### config.mk
export PLATFORM = sky130hd
export DESIGN_NAME = bit_serializer
export DESIGN_NICKNAME = d
export VERILOG_FILES = /design/src/rtl/bit_serializer.sv
export SDC_FILE = /design/constraint.sdc
export NUM_CORES = 1
export LEC_CHECK = 0
export ABC_AREA = 1
export BUFFER_PORTS_ARGS = -buffer_cell sky130_fd_sc_hd__clkbuf_2
export CORE_UTILIZATION = 25
export DETAILED_ROUTE_END_ITERATION = 16
export SYNTH_ARGS = -nofsm -noshare
export SYNTH_HDL_FRONTEND = slang
export SYNTH_SLANG_ARGS = --single-unit
### constraint.sdc
create_clock -name clk -period 2.6 [get_ports clk]
set_input_delay 0.26 -clock clk [delete_from_list [all_inputs] [get_ports clk]]
set_output_delay 0.26 -clock clk [all_outputs]
set_load 0.02 [all_outputs]
### src/rtl/bit_serializer.sv
// Parallel-to-serial front end: one WIDTH-bit word per valid/ready handshake, one bit per clock on data.
// Latency: first bit on data the cycle after accept; back-to-back words without a bubble. Define BIT_SERIALIZER_PARITY_EN to append an even-parity bit.
module bit_serializer #(
    parameter int WIDTH      = 8,
    parameter int MSB_FIRST  = 1,
    parameter int IDLE_LEVEL = 0
) (
    input  logic             clk,
    input  logic             reset,
    input  logic [WIDTH-1:0] in_data,
    input  logic             in_valid,
    output logic             in_ready,
    output logic             data,
    output logic             data_valid,
    output logic             busy,
    output logic             frame_done
);
    localparam int   CW       = $clog2(WIDTH) + 1;
    localparam logic IDLE_BIT = (IDLE_LEVEL != 0);

`ifdef BIT_SERIALIZER_PARITY_EN
    typedef enum logic [1:0] {S_IDLE, S_SHIFT, S_PARITY} state_t;
`else
    typedef enum logic [1:0] {S_IDLE, S_SHIFT} state_t;
`endif

    state_t           state_q, state_d;
    logic [WIDTH-1:0] shreg_q, shreg_d;
    logic [CW-1:0]    cnt_q, cnt_d;
    logic             data_q, data_d;
    logic             data_valid_q, data_valid_d;
    logic             busy_q, busy_d;
    logic             frame_done_q, frame_done_d;
    logic             accept;
    logic             load;
`ifdef BIT_SERIALIZER_PARITY_EN
    logic             parity_q, parity_d;
`endif

`ifdef BIT_SERIALIZER_PARITY_EN
    assign in_ready = (state_q == S_IDLE) || (state_q == S_PARITY);
`else
    // Ready during the last payload bit lets the next word follow with no gap.
    assign in_ready = (state_q == S_IDLE) || ((state_q == S_SHIFT) && (cnt_q == '0));
`endif
    assign accept = in_valid && in_ready;

    always_comb begin
        state_d      = state_q;
        shreg_d      = shreg_q;
        cnt_d        = cnt_q;
        data_d       = IDLE_BIT;
        data_valid_d = 1'b0;
        busy_d       = 1'b0;
        frame_done_d = 1'b0;
        load         = 1'b0;
`ifdef BIT_SERIALIZER_PARITY_EN
        parity_d     = parity_q;
`endif
        case (state_q)
            S_IDLE: begin
                if (accept) load = 1'b1;
            end
            S_SHIFT: begin
                if (cnt_q != '0) begin
                    data_d       = (MSB_FIRST != 0) ? shreg_q[WIDTH-1] : shreg_q[0];
                    shreg_d      = (MSB_FIRST != 0) ? (shreg_q << 1) : (shreg_q >> 1);
                    cnt_d        = cnt_q - CW'(1);
                    data_valid_d = 1'b1;
                    busy_d       = 1'b1;
`ifndef BIT_SERIALIZER_PARITY_EN
                    frame_done_d = (cnt_q == CW'(1));
`endif
                end else begin
`ifdef BIT_SERIALIZER_PARITY_EN
                    state_d      = S_PARITY;
                    data_d       = parity_q;
                    data_valid_d = 1'b1;
                    busy_d       = 1'b1;
                    frame_done_d = 1'b1;
`else
                    if (accept) load = 1'b1;
                    else        state_d = S_IDLE;
`endif
                end
            end
`ifdef BIT_SERIALIZER_PARITY_EN
            S_PARITY: begin
                if (accept) load = 1'b1;
                else        state_d = S_IDLE;
            end
`endif
            default: state_d = S_IDLE;
        endcase

        // First bit goes straight to data; the rest wait in the shift register.
        if (load) begin
            state_d      = S_SHIFT;
            data_d       = (MSB_FIRST != 0) ? in_data[WIDTH-1] : in_data[0];
            shreg_d      = (MSB_FIRST != 0) ? (in_data << 1) : (in_data >> 1);
            cnt_d        = CW'(WIDTH - 1);
            data_valid_d = 1'b1;
            busy_d       = 1'b1;
`ifdef BIT_SERIALIZER_PARITY_EN
            parity_d     = ^in_data;
`endif
        end
    end

    always_ff @(posedge clk) begin
        if (reset) begin
            state_q      <= S_IDLE;
            shreg_q      <= '0;
            cnt_q        <= '0;
            data_q       <= IDLE_BIT;
            data_valid_q <= 1'b0;
            busy_q       <= 1'b0;
            frame_done_q <= 1'b0;
`ifdef BIT_SERIALIZER_PARITY_EN
            parity_q     <= 1'b0;
`endif
        end else begin
            state_q      <= state_d;
            shreg_q      <= shreg_d;
            cnt_q        <= cnt_d;
            data_q       <= data_d;
            data_valid_q <= data_valid_d;
            busy_q       <= busy_d;
            frame_done_q <= frame_done_d;
`ifdef BIT_SERIALIZER_PARITY_EN
            parity_q     <= parity_d;
`endif
        end
    end

    assign data       = data_q;
    assign data_valid = data_valid_q;
    assign busy       = busy_q;
    assign frame_done = frame_done_q;
endmodule

-- After elaboration in Yosys (flattened, before gate mapping)
Index checks and enable logic that the tools add are counted.
- register bits: 16
- bits in latches: 0
- bits in writable memories: 0
- bits in read-only memories: 0
- input bits: 11
- output and inout bits: 5
- memories: 0
- add/sub/neg operators: 1
- multiply operators: 0
- div/mod/pow operators: 0
- magnitude comparators: 0
- eq/ne operators: 7
- shift operators: 0
- mux-type cells: 19
- bitwise gates (word level): 3
- reductions and logical operators: 14
- operators with widths (kind ; count):
    $mux 8 ; 3
    $mux 1 ; 9
    $mux 3 ; 3
    $ne 2x2->1 const B ; 3
    $ne 3x3->1 const B ; 2
    $reduce_and 3->1 ; 2
    $eq 4x1->1 const B ; 1
    $logic_not 4->1 ; 1
    $mux 2 ; 2
    $pmux 2 s2 ; 1
    $reduce_and 2->1 ; 2
    $reduce_bool 2->1 ; 2
    $reduce_bool 4->1 ; 1
    $sub 4x1->4 const B ; 1
    $not 1->1 ; 3
    $reduce_or 3->1 ; 1
    $eq 2x1->1 const B ; 1
    $logic_and 1x1->1 ; 2
    $logic_not 2->1 ; 1
    $pmux 1 s2 ; 1
    $reduce_or 2->1 ; 1
    $logic_or 1x1->1 ; 1

-- Longest topological paths before layout
Gate-level depths: netlist (run 1).
- depth after elaboration: 9
- depth in mapped cells: 9

-- Worst setup path after synthesis (run 1)
No wires, ideal clock.
- path kind: register to register
- start: reg cnt_q[0]
- end: reg shreg_q[3]
- arrival: 1.192 ns
- data required time: 2.491 ns
- setup slack: 1.299 ns
- stages on the path, launching flop included: 10
- period minus slack after synthesis: 1.301 ns
- cells stage by stage: dfxtp_1 > inv_1 > ha_1 > nand2_4 > nand2_4 > buf_12 > nand3_1 > nand3_1 > nand2_1 > inv_1
- cells in the longest elaborated chain, start to end: 9
- elaborated cells on any way between the ends: 12
- classes of those cells: 4 x mux; 8 x reduce/logical
- RTL lines (item ; line ; RTL):
    start, declared ; 29 ; logic [CW-1:0] cnt_q, cnt_d;
    start signal, assigned ; 125 ; cnt_q <= cnt_d;
    $logic_not 4->1 * ; 44 ; assign in_ready = (state_q == S_IDLE) || ((state_q == S_SHIFT) && (cnt_q == '0));
    $logic_and 1x1->1 * ; 44 ;
    $logic_or 1x1->1 * ; 44 ;
    net in_ready ; 12 ; output logic in_ready,
    $logic_and 1x1->1 * ; 46 ; assign accept = in_valid && in_ready;
    $mux 1 * ; 62, 82 ;
    $mux 1 ; 65 ; if (cnt_q != '0) begin
    $pmux 1 s2 * ; 60 ; case (state_q)
    $reduce_bool 2->1 (no line) ; n/a ;
    $reduce_and 2->1 (no line) ; n/a ;
    end signal, assigned ; 124 ; shreg_q <= shreg_d;
    end, declared ; 28 ; logic [WIDTH-1:0] shreg_q, shreg_d;
The timed path passes the listed nets; every way through them passes the cells marked *.
A chain may end at the register's enable or synchronous reset.

-- Worst setup path in the final report (run 1)
- start: reg cnt_q[0]
- end: out in_ready
- cells in the longest elaborated chain, start to end: 3
- RTL lines (item ; line):
    $logic_not 4->1 ; 44
    $logic_and 1x1->1 ; 44
    $logic_or 1x1->1 ; 44
    end, declared ; 12
No other way between the ends.

==> flow_metrics.tcl, run 1 <==
set metrics [dict create \
    grt_max_degree 19 \
    cts.path.max_buffers 2 \
    dp_hpwl_um 1060 \
    rsz0062_at_grt "no" \
    period_minus_slack_ps 1780 \
    synth_most_common_cell "nand2_1" \
    design_area_um2 852 \
    fillers 315 \
    cts_buffers 3 \
    synth_area_leaders "dfxtp_1 (40%), nand3_1 (15%), nand2_1 (12%), inv_1 (7.0%), ha_1 (3.3%)" \
    groute.usage.overall 0.104 \
    fp.dieArea_um2 3230 \
    die_h_um 56.8 \
    cts_tree "yes" \
    critPathKind "reg -> out" \
    h-tree-depth 1 \
    drt_iter0_drc 12 \
    core_um2 2810 \
    final_nets 128 \
    synth_edf_count 0 \
    syn_to_final_growth_pct 13.3 \
    period_share 0.685 \
    clk_pin_slew_ps 80 \
    crit_required_ps 2340 \
    total_power_uw 491 \
    n_antenna_cell 0 \
    synthCells 99 \
    cts-hold-fix-buffers 0 \
    avgViaCountPerCell 4.54 \
    crit_top_cell "nand2_4" \
    syn_avg_cell_area_um2 7.60 \
    clk_latency_ps 280 \
    ant_nets 0 \
    fin_cells 145 \
    p_leak_uw 0.000431 \
    ys_ff_latch 15 \
    globalplace.congestion 0.782 \
    fmax_ghz 0.561 \
    drv_slew 0 \
    fin_skew_ps 1.76 \
    synth_common_cells "nand2_1 (24), nand3_1 (22), dfxtp_1 (15)" \
    ys_types 18 \
    worstPathMaxFanout 18 \
    async_flop_share 0 \
    cpLargestDelayFamily "flip-flops" \
    grt-busiest-layer "met2" \
    hold_start "reset" \
    clkSinkCount 15 \
    p_per_area_nw_per_um2 577 \
    critPathSlowestCell "dfxtp_1" \
    io_buffers 15 \
    dpl_cell_area_um2 826 \
    dp_cells 141 \
    worstHoldPathType "in -> reg" \
    status "finished, final reports clean" \
    grt_overflow_total 0 \
    ys_seq_area_frac 0.399 \
    max-vdd-ir-drop_v 0.000304 \
    reg2reg_slack_ps 1200 \
    r2r_start "cnt_q[0]" \
    io_pins 16 \
    post_route_cells_drive_above_1_share 0.228 \
    die_w_um 56.8 \
    finalSetupViolCount 0 \
    antenna_found_initial 0 \
    max_cap_violations 0 \
    crit_buf_inv 2 \
    synth_top_cell_area_share 0.399 \
    start_util 0.268 \
    first_pass_iters 4 \
    cts_root_buf "clkbuf_4" \
    synth.largest_area_cell "dfxtp_1" \
    grt_pass1_wl_um 2590 \
    tightest_slew_ps 340 \
    met2_usage 0.190 \
    crit_chain "inv_1 > ha_1 > nand2_4 > nand2_4 > clkbuf_2" \
    vias 659 \
    ys_warn_count 0 \
    arrival_ps 1520 \
    use_met3 0.0138 \
    holdPathStages 2 \
    r2r_end "shreg_q[6]" \
    wl_per_cell_um 9.80 \
    synth_ff_type "dfxtp_1" \
    worstHoldEndpoint "shreg_q[1]" \
    fin_tns_setup_ps 0 \
    route.detailed.drc 0 \
    met1_usage 0.104 \
    reg2regPathDepth 7 \
    slew_headroom 0.773 \
    cts_setup_buffers 0 \
    cpPeakStageDelay_ps 330 \
    syn_area_um2 752 \
    row_count 19 \
    routed_wl_um 1420 \
    start_kind "flip-flop" \
    post_cts_resized 0 \
    grt_pass1_vias 676 \
    syn-num-nets 112 \
    hold_violations 0 \
    end_kind "primary output" \
]
==> layer usage <==
metal,vias up,share of wire
met5,-,0
met4,0,0.028
met3,5,0.030
met2,11,0.51
met1,297,0.43
li1,346,-
==> cells in the final DEF, fill, tap and decap left out, types with 2 or more instances in the layout <==
cell and instances:
a21oi_1 4, clkbuf_2 15, clkbuf_4 3, dfxtp_1 15
ha_1 2, inv_1 14, nand2_1 24, nand2_4 2
nand3_1 22, nand3_2 2, nand4_1 2, nor2_1 3
==> state kept, by name (all words and copies together), names as in the netlist <==
register	flops
cnt_q	4
shreg_q	7
frame_done	1
state_q	1
busy	1
data	1
==> logic make-up after synthesis <==
group	after synthesis	synth area share
buffers and inverters	18	0.123
AND/OR/NAND/NOR	57	0.378
flip-flops	15	0.399
adder cells (fa/ha/maj)	2	0.0333
AO/OA/AOI/OAI	7	0.0666
==> layout make-up <==
cell class	count	area [µm²]	area share
multi-input combinational	66	359	0.421
clock buffer	4	26.3	0.0308
tap	31	38.8	0.0455
sequential	15	300	0.352
inverter	14	52.6	0.0617
timing repair buffer	15	75.1	0.0881
==> where the power goes <==
group	total (µW)	leakage, µW	internal, µW	switching (µW)
combinational	104	0.000292	37.3	66.5
sequential	257	0.000124	246	10.9
clock	130	0.0000150	59.7	70.7
==> how the worst max path moves through the flow <==
stage / startpoint / endpoint / slack (ps) / cells after the start
2_1_floorplan: cnt_q[0] / shreg_q[3] / 1300 / 9
6_report: cnt_q[0] / in_ready / 820 / 5
3_3_place_gp: cnt_q[0] / in_ready / 1170 / 5
3_5_place_dp: cnt_q[0] / in_ready / 1130 / 5
4_1_cts: cnt_q[0] / in_ready / 810 / 5
5_1_grt: cnt_q[0] / in_ready / 720 / 5
==> through the flow <==
step	hold WS, ps	util	worst slack (ps)
5_1_grt	201	0.304	717
4_1_cts	175	0.304	808
6_report	189	0.304	818
3_3_place_gp	466	0.294	1170
2_1_floorplan	322	-	1300
3_5_place_dp	467	0.294	1130
Note: power is estimated with default switching activity, not from simulation.
==> run 2: changes to the inputs <==
- clock period: 2.6 -> 1.71 ns (I/O delays scaled with it)
==> flow_metrics.tcl, run 2 (synthesized netlist as in run 1, its figures left out) <==
set metrics [dict create \
    grt_pass1_wl_um 2500 \
    antenna_found_initial 0 \
    fin_tns_setup_ps 0 \
    cts-hold-fix-buffers 0 \
    p_per_area_nw_per_um2 872 \
    holdPathStages 2 \
    worstHoldEndpoint "shreg_q[1]" \
    start_kind "flip-flop" \
    grt_max_degree 19 \
    hold_start "reset" \
    multi_input_area_um2 372 \
    post_route_cells_drive_above_1_share 0.246 \
    vias 648 \
    groute.usage.overall 0.0987 \
    end_kind "primary output" \
    cts_root_buf "clkbuf_4" \
    first_pass_iters 2 \
    largest-register "shreg_q" \
    drt_iter0_drc 7 \
    critPathSlowestCell "dfxtp_1" \
    period_minus_slack_ps 1590 \
    clkSinkCount 15 \
    clk_pin_slew_ps 90 \
    final_cell_mix "nand2_1 (24), nand3_1 (22), dfxtp_1 (15), clkbuf_2 (15), inv_1 (14)" \
    crit_required_ps 1540 \
    cts_buffers 3 \
    die_w_um 56.8 \
    crit_top_cell "nand2_4" \
    hold_violations 0 \
    io_pins 16 \
    r2r_end "shreg_q[4]" \
    grt_pass1_vias 618 \
    reg2reg_slack_ps 400 \
    fp.dieArea_um2 3230 \
    status "finished, final reports clean" \
    fin_skew_ps 4.71 \
    start_util 0.268 \
    io_buffers 15 \
    p_leak_uw 0.000434 \
    cpPeakStageDelay_ps 330 \
    fmax_ghz 0.629 \
    core_um2 2810 \
    rsz0062_at_grt "no" \
    crit_chain "inv_1 > ha_4 > nand2_4 > nand2_4 > clkbuf_2" \
    fillers 320 \
    tightest_slew_ps 344 \
    wl_per_cell_um 9.58 \
    fin_hold_ws_ps 99.6 \
    crit_buf_inv 2 \
    grt_overflow_total 0 \
    max_cap_violations 0 \
    cts.path.max_buffers 2 \
    globalplace.congestion 0.808 \
    fin_util 0.309 \
    largest_reg_flops 7 \
    route.detailed.drc 0 \
    top_regs "shreg_q: 7 flops, cnt_q: 4 flops" \
    ant_nets 0 \
    drv_slew 0 \
    routed_wl_um 1390 \
    period_share 0.930 \
    cts_tree "yes" \
    avgViaCountPerCell 4.47 \
    final_nets 128 \
    reg2regPathDepth 7 \
    max-vdd-ir-drop_v 0.000433 \
    n_antenna_cell 0 \
    layout_commonest_cell "nand2_1" \
    finalSetupViolCount 0 \
    h-tree-depth 1 \
    r2r_start "cnt_q[0]" \
    die_h_um 56.8 \
    worstPathMaxFanout 18 \
    syn_to_final_growth_pct 15.1 \
    dp_hpwl_um 1040 \
    critPathKind "reg -> out" \
    slew_headroom 0.770 \
    seq_area_um2 300 \
    row_count 19 \
    worstHoldPathType "in -> reg" \
    arrival_ps 1420 \
    clk_latency_ps 280 \
    cpLargestDelayFamily "buffers and inverters" \
]
-- run 2: cell types whose count changed in the layout (fill, tap and decap cells not counted) --
cell      change
clkbuf_1      -1
ha_4          +1
clkinv_2      +1
ha_1          -1
-- run 2: power by group --
part	total, µW	internal (µW)	leakage (µW)	switching, µW
sequential	390	374	0.000124	15.2
clock	200	86.6	0.0000177	113
combinational	165	61.7	0.000292	104
-- run 2: layout make-up --
| cell class | instances | share of cell area |
|---|---|---|
| clock buffer | 3 | 0.0260 |
| clock inverter | 1 | 0.00578 |
| multi-input combinational | 66 | 0.429 |
| sequential | 15 | 0.347 |
| timing repair buffer | 15 | 0.0867 |
| inverter | 14 | 0.0607 |
| tap | 31 | 0.0448 |
-- run 2: routing by layer --
| metal | GRT usage | share of wire | up-vias |
|---|---|---|---|
| li1 | - | - | 349 |
| met1 | 0.114 | 0.48 | 289 |
| met2 | 0.180 | 0.49 | 8 |
| met3 | 0.0138 | 0.027 | 2 |
| met4 | 0.0418 | 0.0072 | 0 |
| met5 | 0 | 0 | - |
-- run 2: worst max-delay path by stage --
stage,start,endpoint,slack [ps],cells past startpoint
finish,cnt_q[0],in_ready,120,5
global route,cnt_q[0],in_ready,20,5
CTS,cnt_q[0],in_ready,40,5
detailed placement,cnt_q[0],shreg_q[4],300,7
global placement,cnt_q[1],in_ready,350,5
floorplan,cnt_q[0],shreg_q[3],410,9
-- run 2: timing repair --
| action | CTS | global route |
|---|---|---|
| gates resized for setup | 1 | 1 |
| buffers inserted | 0 | 0 |
| gates cloned | 0 | 0 |
| pin swaps | 0 | 0 |
| endpoints found under the setup margin | 1 | 1 |
-- run 2: through the flow --
step | setup WS, ps | area, µm² | std cells | power, µW
CTS | 44.5 | 856 | 145 | 766
finish | 119 | 866 | 145 | 755
detailed placement | 297 | 826 | 141 | 558
global placement | 351 | 826 | 141 | 554
global route | 17.4 | 866 | 145 | 809
floorplan | 409 | 752 | 99 | 529
==> run 3: changes to the inputs <==
- clock period: 1.71 -> 1.6 ns (I/O delays scaled with it)
==> flow_metrics.tcl, run 3 (synthesized netlist as in run 1, its figures left out) <==
set metrics [dict create \
    clk_pin_slew_ps 80 \
    seq_power_share 0.514 \
    grt_overflow_total 0 \
    groute.usage.overall 0.103 \
    crit_chain "inv_1 > ha_4 > nand2_4 > nand2_8 > clkbuf_2" \
    cpLargestDelayFamily "buffers and inverters" \
    cts_buffers 3 \
    reg2regPathDepth 7 \
    ant_nets 0 \
    max_cap_violations 0 \
    io_buffers 15 \
    row_count 19 \
    finalSetupViolCount 0 \
    status "finished, final reports clean" \
    period_share 0.938 \
    route.met3.wl_um 51 \
    wl_met1_um 619 \
    tightest_slew_ps 346 \
    sw_frac_of_total 0.306 \
    start_util 0.268 \
    total_switching_power_uw 249 \
    n_antenna_cell 0 \
    wl_per_cell_um 10.2 \
    cts_root_buf "clkbuf_4" \
    vias 643 \
    r2r_start "cnt_q[0]" \
    max-vdd-ir-drop_v 0.000389 \
    cts-hold-fix-buffers 0 \
    cp.depth 5 \
    post_route_cells_drive_above_1_share 0.246 \
    drv_slew 0 \
    antenna_found_initial 0 \
    final_cell_mix "nand2_1 (24), nand3_1 (22), dfxtp_1 (15), clkbuf_2 (15), inv_1 (13)" \
    drt_iter0_drc 8 \
    cts_tree "yes" \
    dp_hpwl_um 1090 \
    fin_tns_setup_ps 0 \
    worstPathMaxFanout 18 \
    largest_reg_flops 7 \
    route.detailed.drc 0 \
    p_per_area_nw_per_um2 933 \
    h-tree-depth 1 \
    post_cts_resized 3 \
    total_power_uw 815 \
    reg2reg_slack_ps 320 \
    crit_required_ps 1440 \
    hold_violations 0 \
    globalplace.congestion 0.808 \
    cts.path.max_buffers 2 \
    die_w_um 56.8 \
    crit_end "in_ready" \
    critPathKind "reg -> out" \
    grt_pass1_wl_um 2590 \
    first_pass_iters 4 \
    fmax_ghz 0.666 \
    cts_setup_buffers 0 \
    die_h_um 56.8 \
    cp-startpoint "cnt_q[1]" \
    grt_pass1_vias 653 \
    largest-register "shreg_q" \
    comb_power_share 0.225 \
    core_um2 2810 \
    end_kind "primary output" \
    io_pins 16 \
    fillers 310 \
    cpPeakStageDelay_ps 300 \
    design_area_um2 873 \
    layout_commonest_cell "nand2_1" \
    p_leak_uw 0.000429 \
    period_minus_slack_ps 1500 \
    crit_buf_inv 2 \
    rsz0062_at_grt "no" \
    avgViaCountPerCell 4.43 \
    r2r_end "shreg_q[2]" \
    fin_hold_ws_ps 96.3 \
    dp_cells 141 \
    fp.dieArea_um2 3230 \
    fin_cells 145 \
    wl_met2_um 801 \
    worstHoldPathType "in -> reg" \
    pwr-share-clk 0.260 \
    critPathSlowestCell "dfxtp_1" \
    clkSinkCount 15 \
    start_kind "flip-flop" \
    clk_latency_ps 280 \
    highest_layer "met3" \
    final_nets 128 \
    routed_wl_um 1470 \
    syn_to_final_growth_pct 16.1 \
    top_regs "shreg_q: 7 flops, cnt_q: 4 flops" \
    slew_headroom 0.769 \
    fin_skew_ps 7.40 \
    grt_max_degree 19 \
    arrival_ps 1340 \
    dpl_cell_area_um2 826 \
    p_int_uw 566 \
]
## run 3: changes by cell type in the layout (fill, tap and decap cells not counted), sizes merged
cell / previous run / this run
clkinv: 1 / 0
clkbuf: 18 / 19
## run 3: worst min-delay path by stage
stage / to / cells past startpoint / slack [ps] / from
floorplan: shreg_q[1] / 1 / 220 / reset
global placement: shreg_q[1] / 2 / 380 / reset
finish: shreg_q[1] / 2 / 100 / reset
CTS: shreg_q[1] / 2 / 80 / reset
detailed placement: shreg_q[1] / 2 / 390 / reset
global route: shreg_q[1] / 2 / 90 / reset
## run 3: layout make-up
type,instances,area (µm²),area share
Multi-Input combinational cell,66,380,0.436
Sequential cell,15,300,0.344
Timing Repair Buffer,15,75.1,0.0860
Inverter,14,52.6,0.0602
Tap cell,31,38.8,0.0444
Clock buffer,4,26.3,0.0301
## run 3: power groups by stage
stage	Combinational, µW	Clock [µW]	Sequential, µW
2_1_floorplan	138	0	428
3_3_place_gp	167	0	426
6_report	184	212	419
4_1_cts	185	225	419
3_5_place_dp	171	0	426
5_1_grt	208	239	422
## run 3: stage by stage
| stage | setup slack [ps] | utilization |
|---|---|---|
| after CTS | 47.2 | 0.311 |
| after global placement | 244 | 0.294 |
| final | 98.4 | 0.311 |
| after floorplan | 299 | - |
| after detailed placement | 188 | 0.294 |
| after global routing | 14.0 | 0.311 |
## run 3: layer usage
layer | vias up | global-route usage
li1 | 349 | -
met1 | 286 | 0.104
met2 | 8 | 0.202
met3 | 0 | 0.0207
met4 | 0 | 0.0418
met5 | - | 0
